### src/rtl/md_unit_pkg.sv
// Shared definitions for the multiply/divide unit: operation codes, FSM states
// and small opcode-decoding helpers.
package md_unit_pkg;

   localparam logic [2:0] MD_OP_MULT  = 3'd0;
   localparam logic [2:0] MD_OP_MULTU = 3'd1;
   localparam logic [2:0] MD_OP_DIV   = 3'd2;
   localparam logic [2:0] MD_OP_DIVU  = 3'd3;
   localparam logic [2:0] MD_OP_MTHI  = 3'd4;
   localparam logic [2:0] MD_OP_MTLO  = 3'd5;

   typedef enum logic [2:0] {
      MD_S_IDLE = 3'd0,
      MD_S_MUL  = 3'd1,
      MD_S_DIV  = 3'd2,
      MD_S_FIX  = 3'd3,
      MD_S_DONE = 3'd4
   } md_state_e;

   function automatic logic md_is_mul(input logic [2:0] op);
      return (op == MD_OP_MULT) || (op == MD_OP_MULTU);
   endfunction

   function automatic logic md_is_div(input logic [2:0] op);
      return (op == MD_OP_DIV) || (op == MD_OP_DIVU);
   endfunction

   function automatic logic md_is_signed(input logic [2:0] op);
      return (op == MD_OP_MULT) || (op == MD_OP_DIV);
   endfunction

endpackage

### src/rtl/md_div_core.sv
// Iterative restoring divider on unsigned magnitudes: one quotient bit per cycle,
// WIDTH cycles per divide. finish is high during the last iteration cycle.
module md_div_core
   import md_unit_pkg::*;
#(
   parameter int WIDTH = 32
) (
   input  logic             clk,
   input  logic             resetn,
   input  logic             start_i,
   input  logic             abort_i,
   input  logic [WIDTH-1:0] dividend_i,
   input  logic [WIDTH-1:0] divisor_i,
   output logic [WIDTH-1:0] quotient_o,
   output logic [WIDTH-1:0] remainder_o,
   output logic             finish_o
);

   localparam int CW = $clog2(WIDTH) + 1;

   logic [WIDTH-1:0] rem_q, rem_d;
   logic [WIDTH-1:0] quo_q, quo_d;
   logic [WIDTH-1:0] dvs_q, dvs_d;
   logic [CW-1:0]    cnt_q, cnt_d;
   logic             run_q, run_d;
   logic [WIDTH:0]   shifted;
   logic [WIDTH:0]   diff;

   // The quotient register doubles as the dividend shift register.
   always_comb begin
      shifted = {rem_q, quo_q[WIDTH-1]};
      diff    = shifted - {1'b0, dvs_q};
      rem_d   = rem_q;
      quo_d   = quo_q;
      dvs_d   = dvs_q;
      cnt_d   = cnt_q;
      run_d   = run_q;
      if (abort_i) begin
         run_d = 1'b0;
      end else if (start_i) begin
         rem_d = '0;
         quo_d = dividend_i;
         dvs_d = divisor_i;
         cnt_d = CW'(WIDTH);
         run_d = 1'b1;
      end else if (run_q) begin
         if (!diff[WIDTH]) begin
            rem_d = diff[WIDTH-1:0];
            quo_d = {quo_q[WIDTH-2:0], 1'b1};
         end else begin
            rem_d = shifted[WIDTH-1:0];
            quo_d = {quo_q[WIDTH-2:0], 1'b0};
         end
         cnt_d = cnt_q - CW'(1);
         run_d = (cnt_q != CW'(1));
      end
   end

   always_ff @(posedge clk or negedge resetn) begin
      if (!resetn) begin
         rem_q <= '0;
         quo_q <= '0;
         dvs_q <= '0;
         cnt_q <= '0;
         run_q <= 1'b0;
      end else begin
         rem_q <= rem_d;
         quo_q <= quo_d;
         dvs_q <= dvs_d;
         cnt_q <= cnt_d;
         run_q <= run_d;
      end
   end

   assign quotient_o  = quo_q;
   assign remainder_o = rem_q;
   assign finish_o    = run_q && (cnt_q == CW'(1));

endmodule

### src/rtl/md_unit.sv
// Execute-stage multiply/divide unit owning HI/LO. Multiply takes one MUL cycle,
// divide runs the restoring core then a FIX cycle for signs and corner cases.
module md_unit
   import md_unit_pkg::*;
#(
   parameter int WIDTH = 32
) (
   input  logic             clk,
   input  logic             resetn,
   input  logic             op_valid,
   output logic             op_ready,
   input  logic [2:0]       op,
   input  logic [WIDTH-1:0] src1,
   input  logic [WIDTH-1:0] src2,
   input  logic             cancel,
   output logic             busy,
   output logic             done,
   output logic [WIDTH-1:0] hi,
   output logic [WIDTH-1:0] lo
);

   md_state_e        state_q, state_d;
   logic [2:0]       op_q, op_d;
   logic [WIDTH-1:0] a_q, a_d;
   logic [WIDTH-1:0] b_q, b_d;
   logic [WIDTH-1:0] hi_q, hi_d;
   logic [WIDTH-1:0] lo_q, lo_d;
   logic             qneg_q, qneg_d;
   logic             rneg_q, rneg_d;

   logic             accept;
   logic             sgn_in;
   logic [WIDTH-1:0] mag1, mag2;
   logic [2*WIDTH-1:0] mul_a, mul_b, prod;
   logic [WIDTH-1:0] quo, rem, quo_fix, rem_fix;
   logic             div_finish;
   logic             div_by_zero, min_by_neg1;

   md_div_core #(.WIDTH(WIDTH)) u_div (
      .clk         (clk),
      .resetn      (resetn),
      .start_i     (accept && md_is_div(op)),
      .abort_i     (cancel),
      .dividend_i  (mag1),
      .divisor_i   (mag2),
      .quotient_o  (quo),
      .remainder_o (rem),
      .finish_o    (div_finish)
   );

   always_comb begin
      accept = (state_q == MD_S_IDLE) && op_valid && !cancel;
      sgn_in = md_is_signed(op);
      mag1   = (sgn_in && src1[WIDTH-1]) ? -src1 : src1;
      mag2   = (sgn_in && src2[WIDTH-1]) ? -src2 : src2;
   end

   // Sign-extending to 2*WIDTH lets one multiplier serve both MULT and MULTU.
   always_comb begin
      mul_a = {{WIDTH{md_is_signed(op_q) & a_q[WIDTH-1]}}, a_q};
      mul_b = {{WIDTH{md_is_signed(op_q) & b_q[WIDTH-1]}}, b_q};
      prod  = mul_a * mul_b;
   end

   always_comb begin
      quo_fix     = qneg_q ? -quo : quo;
      rem_fix     = rneg_q ? -rem : rem;
      div_by_zero = (b_q == '0);
      min_by_neg1 = md_is_signed(op_q) && (a_q == {1'b1, {(WIDTH-1){1'b0}}}) && (b_q == '1);
   end

   always_comb begin
      state_d = state_q;
      op_d    = op_q;
      a_d     = a_q;
      b_d     = b_q;
      hi_d    = hi_q;
      lo_d    = lo_q;
      qneg_d  = qneg_q;
      rneg_d  = rneg_q;
      case (state_q)
         MD_S_IDLE: begin
            if (accept) begin
               op_d   = op;
               a_d    = src1;
               b_d    = src2;
               qneg_d = sgn_in && (src1[WIDTH-1] ^ src2[WIDTH-1]);
               rneg_d = sgn_in && src1[WIDTH-1];
               if (md_is_mul(op)) begin
                  state_d = MD_S_MUL;
               end else if (md_is_div(op)) begin
                  state_d = MD_S_DIV;
               end else begin
                  if (op == MD_OP_MTHI) hi_d = src1;
                  if (op == MD_OP_MTLO) lo_d = src1;
                  state_d = MD_S_DONE;
               end
            end
         end
         MD_S_MUL: begin
            if (cancel) begin
               state_d = MD_S_IDLE;
            end else begin
               hi_d    = prod[2*WIDTH-1:WIDTH];
               lo_d    = prod[WIDTH-1:0];
               state_d = MD_S_DONE;
            end
         end
         MD_S_DIV: begin
            if (cancel)          state_d = MD_S_IDLE;
            else if (div_finish) state_d = MD_S_FIX;
         end
         MD_S_FIX: begin
            if (cancel) begin
               state_d = MD_S_IDLE;
            end else begin
               if (div_by_zero) begin
                  lo_d = '1;
                  hi_d = a_q;
               end else if (min_by_neg1) begin
                  lo_d = a_q;
                  hi_d = '0;
               end else begin
                  lo_d = quo_fix;
                  hi_d = rem_fix;
               end
               state_d = MD_S_DONE;
            end
         end
         MD_S_DONE: state_d = MD_S_IDLE;
         default:   state_d = MD_S_IDLE;
      endcase
   end

   always_ff @(posedge clk or negedge resetn) begin
      if (!resetn) begin
         state_q <= MD_S_IDLE;
         op_q    <= '0;
         a_q     <= '0;
         b_q     <= '0;
         hi_q    <= '0;
         lo_q    <= '0;
         qneg_q  <= 1'b0;
         rneg_q  <= 1'b0;
      end else begin
         state_q <= state_d;
         op_q    <= op_d;
         a_q     <= a_d;
         b_q     <= b_d;
         hi_q    <= hi_d;
         lo_q    <= lo_d;
         qneg_q  <= qneg_d;
         rneg_q  <= rneg_d;
      end
   end

   assign op_ready = (state_q == MD_S_IDLE);
   assign busy     = !op_ready;
   assign done     = (state_q == MD_S_DONE) && !cancel;
   assign hi       = hi_q;
   assign lo       = lo_q;

endmodule

### config.mk
export PLATFORM = sky130hd
export DESIGN_NAME = md_unit
export DESIGN_NICKNAME = d
export VERILOG_FILES = /design/src/rtl/md_unit_pkg.sv /design/src/rtl/md_div_core.sv /design/src/rtl/md_unit.sv
export SDC_FILE = /design/constraint.sdc
export NUM_CORES = 2
export LEC_CHECK = 0
export BUFFER_PORTS_ARGS = -buffer_cell sky130_fd_sc_hd__buf_2
export CAP_MARGIN = 5
export CORE_ASPECT_RATIO = 1.1
export CORE_MARGIN = 3
export CORE_UTILIZATION = 55
export DETAILED_ROUTE_END_ITERATION = 8
export PLACE_DENSITY = 0.8
export SLEW_MARGIN = 20
export SYNTH_ARGS = -nofsm -noshare
export SYNTH_HDL_FRONTEND = slang
export SYNTH_HIERARCHICAL = 1
export SYNTH_SLANG_ARGS = --single-unit
### constraint.sdc
create_clock -name clk -period 7.9 [get_ports clk]
set_input_delay 0.395 -clock clk [delete_from_list [all_inputs] [get_ports clk]]
set_output_delay 0.395 -clock clk [all_outputs]
set_load 0.02 [all_outputs]
Word level (Yosys, flattened, before mapping). Cells that the tools add are included.

Mux-type cells: 40. $mul: 1. Reduce and logical (&&, ||, !) cells: 29. Equality and inequality tests: 22. Bitwise operators: 4. Add/sub/neg operators: 6.

Operators by type and width (count): $mux 32 (25); $pmux 32 s3 (2); $neg 32->32 (4); $eq 32x32->1 const B (2); $mul 33x33->64 (1); $sub 33x32->33 (1); $logic_not 32->1 (1); $mux 3 (6); $eq 3x2->1 const B (5); $reduce_and 7->1 (2); $mux 6 (2); $logic_and 1x1->1 (10); $eq 3x3->1 const B (3); $logic_not 3->1 (3); $pmux 3 s3 (1); $ne 2x2->1 const B (4); $reduce_and 2->1 (4); $eq 3x1->1 const B (2); $eq 6x1->1 const B (1); $ne 2x1->1 const B (3); $ne 6x1->1 const B (1); $sub 6x1->6 const B (1); $logic_or 1x1->1 (4); $mux 1 (4); 8 further kinds (10).

Register bits after elaboration: 239. Bits of input ports: 71. Word-level logic and storage cells: 115.

Depth between registers and ports, before layout.
Word-level depth: 8. Mapped depth: 31. Depth with buffers taken out: 29.

Cells and area by module. Netlist, hierarchy kept.

Modules (own cells, without submodules): md_unit (cells an instance 5433, times used 1, area an instance 47670.7 um^2, sequential area each 3378.2 um^2); md_div_core (cells an instance 717, times used 1, area an instance 6318.6 um^2, sequential area each 2577.5 um^2).

Least setup slack after synthesis. OpenSTA, ideal clock, no wires.

Path type: register -> register. Start: register op_q[2]. End: register hi_q[26] (netlist: hi[26]). Data arrival time: 8.249 ns. Required time: 7.834 ns. Cell stages (with the launch flop): 28. Buffers on the path: 3. Setup slack: -0.416 ns. Cells stage by stage: dfrtp_1 -> nor2_1 -> clkbuf_1 -> clkbuf_1 -> and3_1 -> fa_1 -> fa_1 -> fa_1 -> inv_1 -> fa_1 -> inv_1 -> fa_1 -> fa_1 -> inv_1 -> fa_1 -> fa_1 -> inv_1 -> ha_1 -> clkbuf_1 -> and4_1 -> or3b_2 -> or4_1 -> nor2_1 -> a211oi_1 -> o211ai_1 -> a31oi_1 -> o41ai_1 -> a221o_1.

Word-level cells in the longest chain between the ends: 8.

RTL lines: from (decl) (line md_unit.sv:23) `logic [2:0] op_q, op_d;`; from (signal assigned) (line md_unit.sv:147) `op_q <= op_d;`; $eq 3x2->1 / $logic_not 3->1 (equally long branches) (line md_unit_pkg.sv:29) `return (op == MD_OP_MULT) || (op == MD_OP_DIV);`; $logic_or 1x1->1 * (line md_unit_pkg.sv:29); parallel branches: the longest is 5 deep, another holds $mul 33x33->64; $pmux 32 s3 * (line md_unit.sv:81) `case (state_q)`; to (signal assigned) (line md_unit.sv:150) `hi_q <= hi_d;`; to (decl) (line md_unit.sv:26) `logic [WIDTH-1:0] hi_q, hi_d;`.

Every way passes the cells marked *. The select of a mux whose other input is x is not followed. A chain may end at the register's enable or synchronous reset.

Final worst setup path. Ends and elaborated chain as after synthesis.

==> flow_metrics.py <==
metrics = {
    "placed_design": {
        "place_inst": 7532,
        "dpl_cell_area_sq_um": 58370,
        "portBuffers": 137,
        "dpl.hpwl_mm": 133.1,
        "gp_congestion": 0.9748,
    },
    "logic_synthesis": {
        "ys_seq_area_frac": 0.1103,
        "synthTopCellsByCount": "inv_1, fa_1, nand2_1",
        "synthCells": 6150,
        "netlist_top_cells_area": "fa_1, dfrtp_1, inv_1",
        "avgSynthCellArea_sq_um": 8.779,
        "yosysTopAreaCell": "fa_1",
        "synth-edff-count": 0,
        "syn-num-nets": 7597,
        "ys.flop_type": "dfrtp_1",
        "synth_top_area_frac": 0.4175,
        "syn_area_sq_um": 53990,
        "synthArstFlopShare": 1.000,
        "yosysWarnings": 6,
        "yosysMostFrequentCell": "inv_1",
        "ys_ff_latch": 238,
        "synth.distinct_cells": 99,
    },
    "setup_path": {
        "rr_endpoint": "hi[26]$_DFFE_PN0P_",
        "startpoint_type": "flop",
        "crit_type": "reg -> reg",
        "critPathLaunch": "op_q[2]$_DFFE_PN0P_",
        "crit_arrival_ns": 8.51,
        "cp_max_fo": 4,
        "cp.required_ns": 8.35,
        "worstRegToRegCells": 26,
        "crit_path_end_kind": "flop",
        "endpoint": "hi[26]$_DFFE_PN0P_",
        "r2r_setup_slack_ns": -0.16,
        "r2r-start": "op_q[2]$_DFFE_PN0P_",
    },
    "grt": {
        "grt_pass1_wl_mm": 266.9,
        "grt_pass1_vias": 48160,
        "track_usage": 0.3353,
        "antenna_found_initial": 4,
        "grt_max_degree": 100,
        "grt_overflow": 0,
    },
    "cells_and_area": {
        "area_growth_pct": 13.03,
        "layoutNonFillerInstCount": 7643,
        "stdcell_area_sq_um": 61030,
        "drive_gt1_frac": 0.1473,
        "fin_nets": 7797,
    },
    "floorplanning": {
        "design.die.area_sq_um": 102000,
        "ios": 138,
        "rows": 119,
        "initial_core_util": 0.5596,
        "die_h_microns": 334.6,
        "core_area_sq_um": 96480,
        "die_x_microns": 304.7,
    },
    "timing": {
        "worst_slew_pin_slew_ns": 1.178,
        "finalSetupViolCount": 7,
        "finalCriticalPeriod_ns": 8.055,
        "fin_worst_skew_ns": 0.02504,
        "final_hold_viol_count": 0,
        "min_period_over_period": 1.020,
        "rsz0062_at_grt": "true",
        "relSlewSlack": 0.2148,
        "fin_ws_ns": -0.1550,
        "slew_violations": 0,
        "max_freq_mhz": 124.1,
        "timing.setup.tns_ns": -0.6581,
    },
    "clocking": {
        "numCtsBuffers": 27,
        "clkTransAtPathRegs_ns": 0.07,
        "cts_max_level": 1,
        "clockBufferDepth": 3,
        "worstSkewPairLatency_ns": 0.59,
        "cts.sinks": 238,
        "cts_tree": "yes",
        "root_buffer": "clkbuf_16",
    },
    "run_status": {
        "status": "finished, violations left",
        "violations": "setup timing",
    },
    "detailed_routing": {
        "drt_pass1_iterations": 6,
        "wl_per_cell_microns": 22.42,
        "vias_per_cell": 5.899,
        "ant_nets": 0,
        "drc": 0,
        "routed_wl_mm": 171.3,
        "vias": 45090,
        "first_iter_violations": 4541,
    },
    "min_path": {
        "hp-class": "in -> reg",
    },
    "run": {
        "max_cap_violations": 0,
    },
}
==> critical path, cell delays in order (launching register included) <==
cell,delay (ns)
dfrtp_1,0.40
nor2_4,0.06
buf_6,0.13
buf_12,0.12
and3_4,0.17
fa_2,0.63
fa_2,0.47
fa_2,0.62
clkinvlp_4,0.19
fa_1,0.53
inv_1,0.05
fa_1,0.45
fa_1,0.52
inv_2,0.04
fa_1,0.46
fa_1,0.54
inv_2,0.06
ha_4,0.26
and4_4,0.23
or3b_4,0.39
or4_4,0.45
nor2_4,0.13
a211oi_4,0.09
o211ai_1,0.31
a31oi_2,0.17
buf_4,0.16
a221o_1,0.29
==> how the worst min path moves through the flow <==
stage | startpoint | end | slack [ns] | depth (start not counted)
after floorplan | resetn | a_q[0]$_DFFE_PN0P_ | 0.1 | 0
after global placement | lo[4]$_DFFE_PN0P_ | lo[4]$_DFFE_PN0P_ | 0.46 | 2
after detailed placement | lo[18]$_DFFE_PN0P_ | lo[18]$_DFFE_PN0P_ | 0.47 | 2
after CTS | src2[5] | b_q[5]$_DFFE_PN0P_ | 0.09 | 2
after global routing | src2[5] | b_q[5]$_DFFE_PN0P_ | 0.09 | 2
final | src2[5] | b_q[5]$_DFFE_PN0P_ | 0.09 | 2
==> cell families after synthesis <==
logic type,Yosys count,synth area share
adders and majority gates,1376,0.4755
buffers and inverters,1665,0.1181
DFF,238,0.1103
and+or+nand+nor,1801,0.1537
muxes,69,0.01421
AOI/OAI and AO/OA,783,0.09251
xor gates and xnor gates,218,0.03571
==> area by class of cell <==
| cell class | count | area, sq um |
|---|---|---|
| tap | 1270 | 1589 |
| fill | 7707 | 35460 |
| inverter | 1263 | 4755 |
| timing repair buffer | 573 | 4997 |
| clock inverter | 19 | 262.8 |
| sequential | 238 | 5979 |
| multi-input combinational | 4247 | 42750 |
| antenna | 4 | 10.01 |
| clock buffer | 29 | 683.2 |
==> metal layers <==
| layer | vias up | wire (microns) | GRT usage |
|---|---|---|---|
| met5 | - | 13 | 0 |
| met2 | 2514 | 81230 | 0.5508 |
| met4 | 2 | 12210 | 0.1923 |
| met3 | 707 | 17680 | 0.07004 |
| li1 | 19150 | - | - |
| met1 | 22710 | 60210 | 0.4138 |
==> cell usage in the layout (no fill, tap or decap), drive strengths merged, types with 11 or more instances in the layout <==
master     n
o41ai     20
a22oi     40
o21bai    11
o21ai    249
and2     258
mux2      61
a31oi     20
fa      1126
nand2   1044
nand4     30
inv     1262
clkbuf    33
dfrtp    238
nand3     63
nor4      26
a211oi    14
nor3      27
o311ai    29
a21o      39
nor2b     52
or3       15
or2       15
o211ai    21
a221oi    14
xnor2    111
ha       250
and3      29
nand2b    14
buf      567
nor2     170
or4       18
o31ai     32
o21a      12
a21oi    196
xor2     107
o22ai     14
==> what timing repair did <==
action / CTS / global route
endpoints found under the setup margin: 25 / 36
resized for setup: 88 / 174
pin swaps: 49 / 83
hold endpoints to repair: 97 / 0
cloned: 1 / 4
setup buffers: 22 / 34
hold buffers: 1 / 0
==> metrics by stage <==
step	setup slack [ns]	util	hold WS [ns]
finish	-0.1550	0.6325	0.08992
global route	-0.3331	0.6324	0.09352
CTS	-0.1027	0.6207	0.08991
detailed placement	-0.6176	0.6050	0.4654
global placement	-0.5482	0.6050	0.4608
floorplan	-0.02018	-	0.09941
==> registers in the layout, indices dropped and copies added (netlist names) <==
register,cells
a_q,32
b_q,32
hi,32
lo,32
op_q,2
qneg_q,1
rneg_q,1
state_q,3
u_div/cnt_q,6
u_div/dvs_q,32
u_div/quotient_o,32
u_div/remainder_o,32
u_div/run_q,1
Power is not shown: default switching activity piles up to over one toggle a cycle in this logic, so the estimate is an artifact.
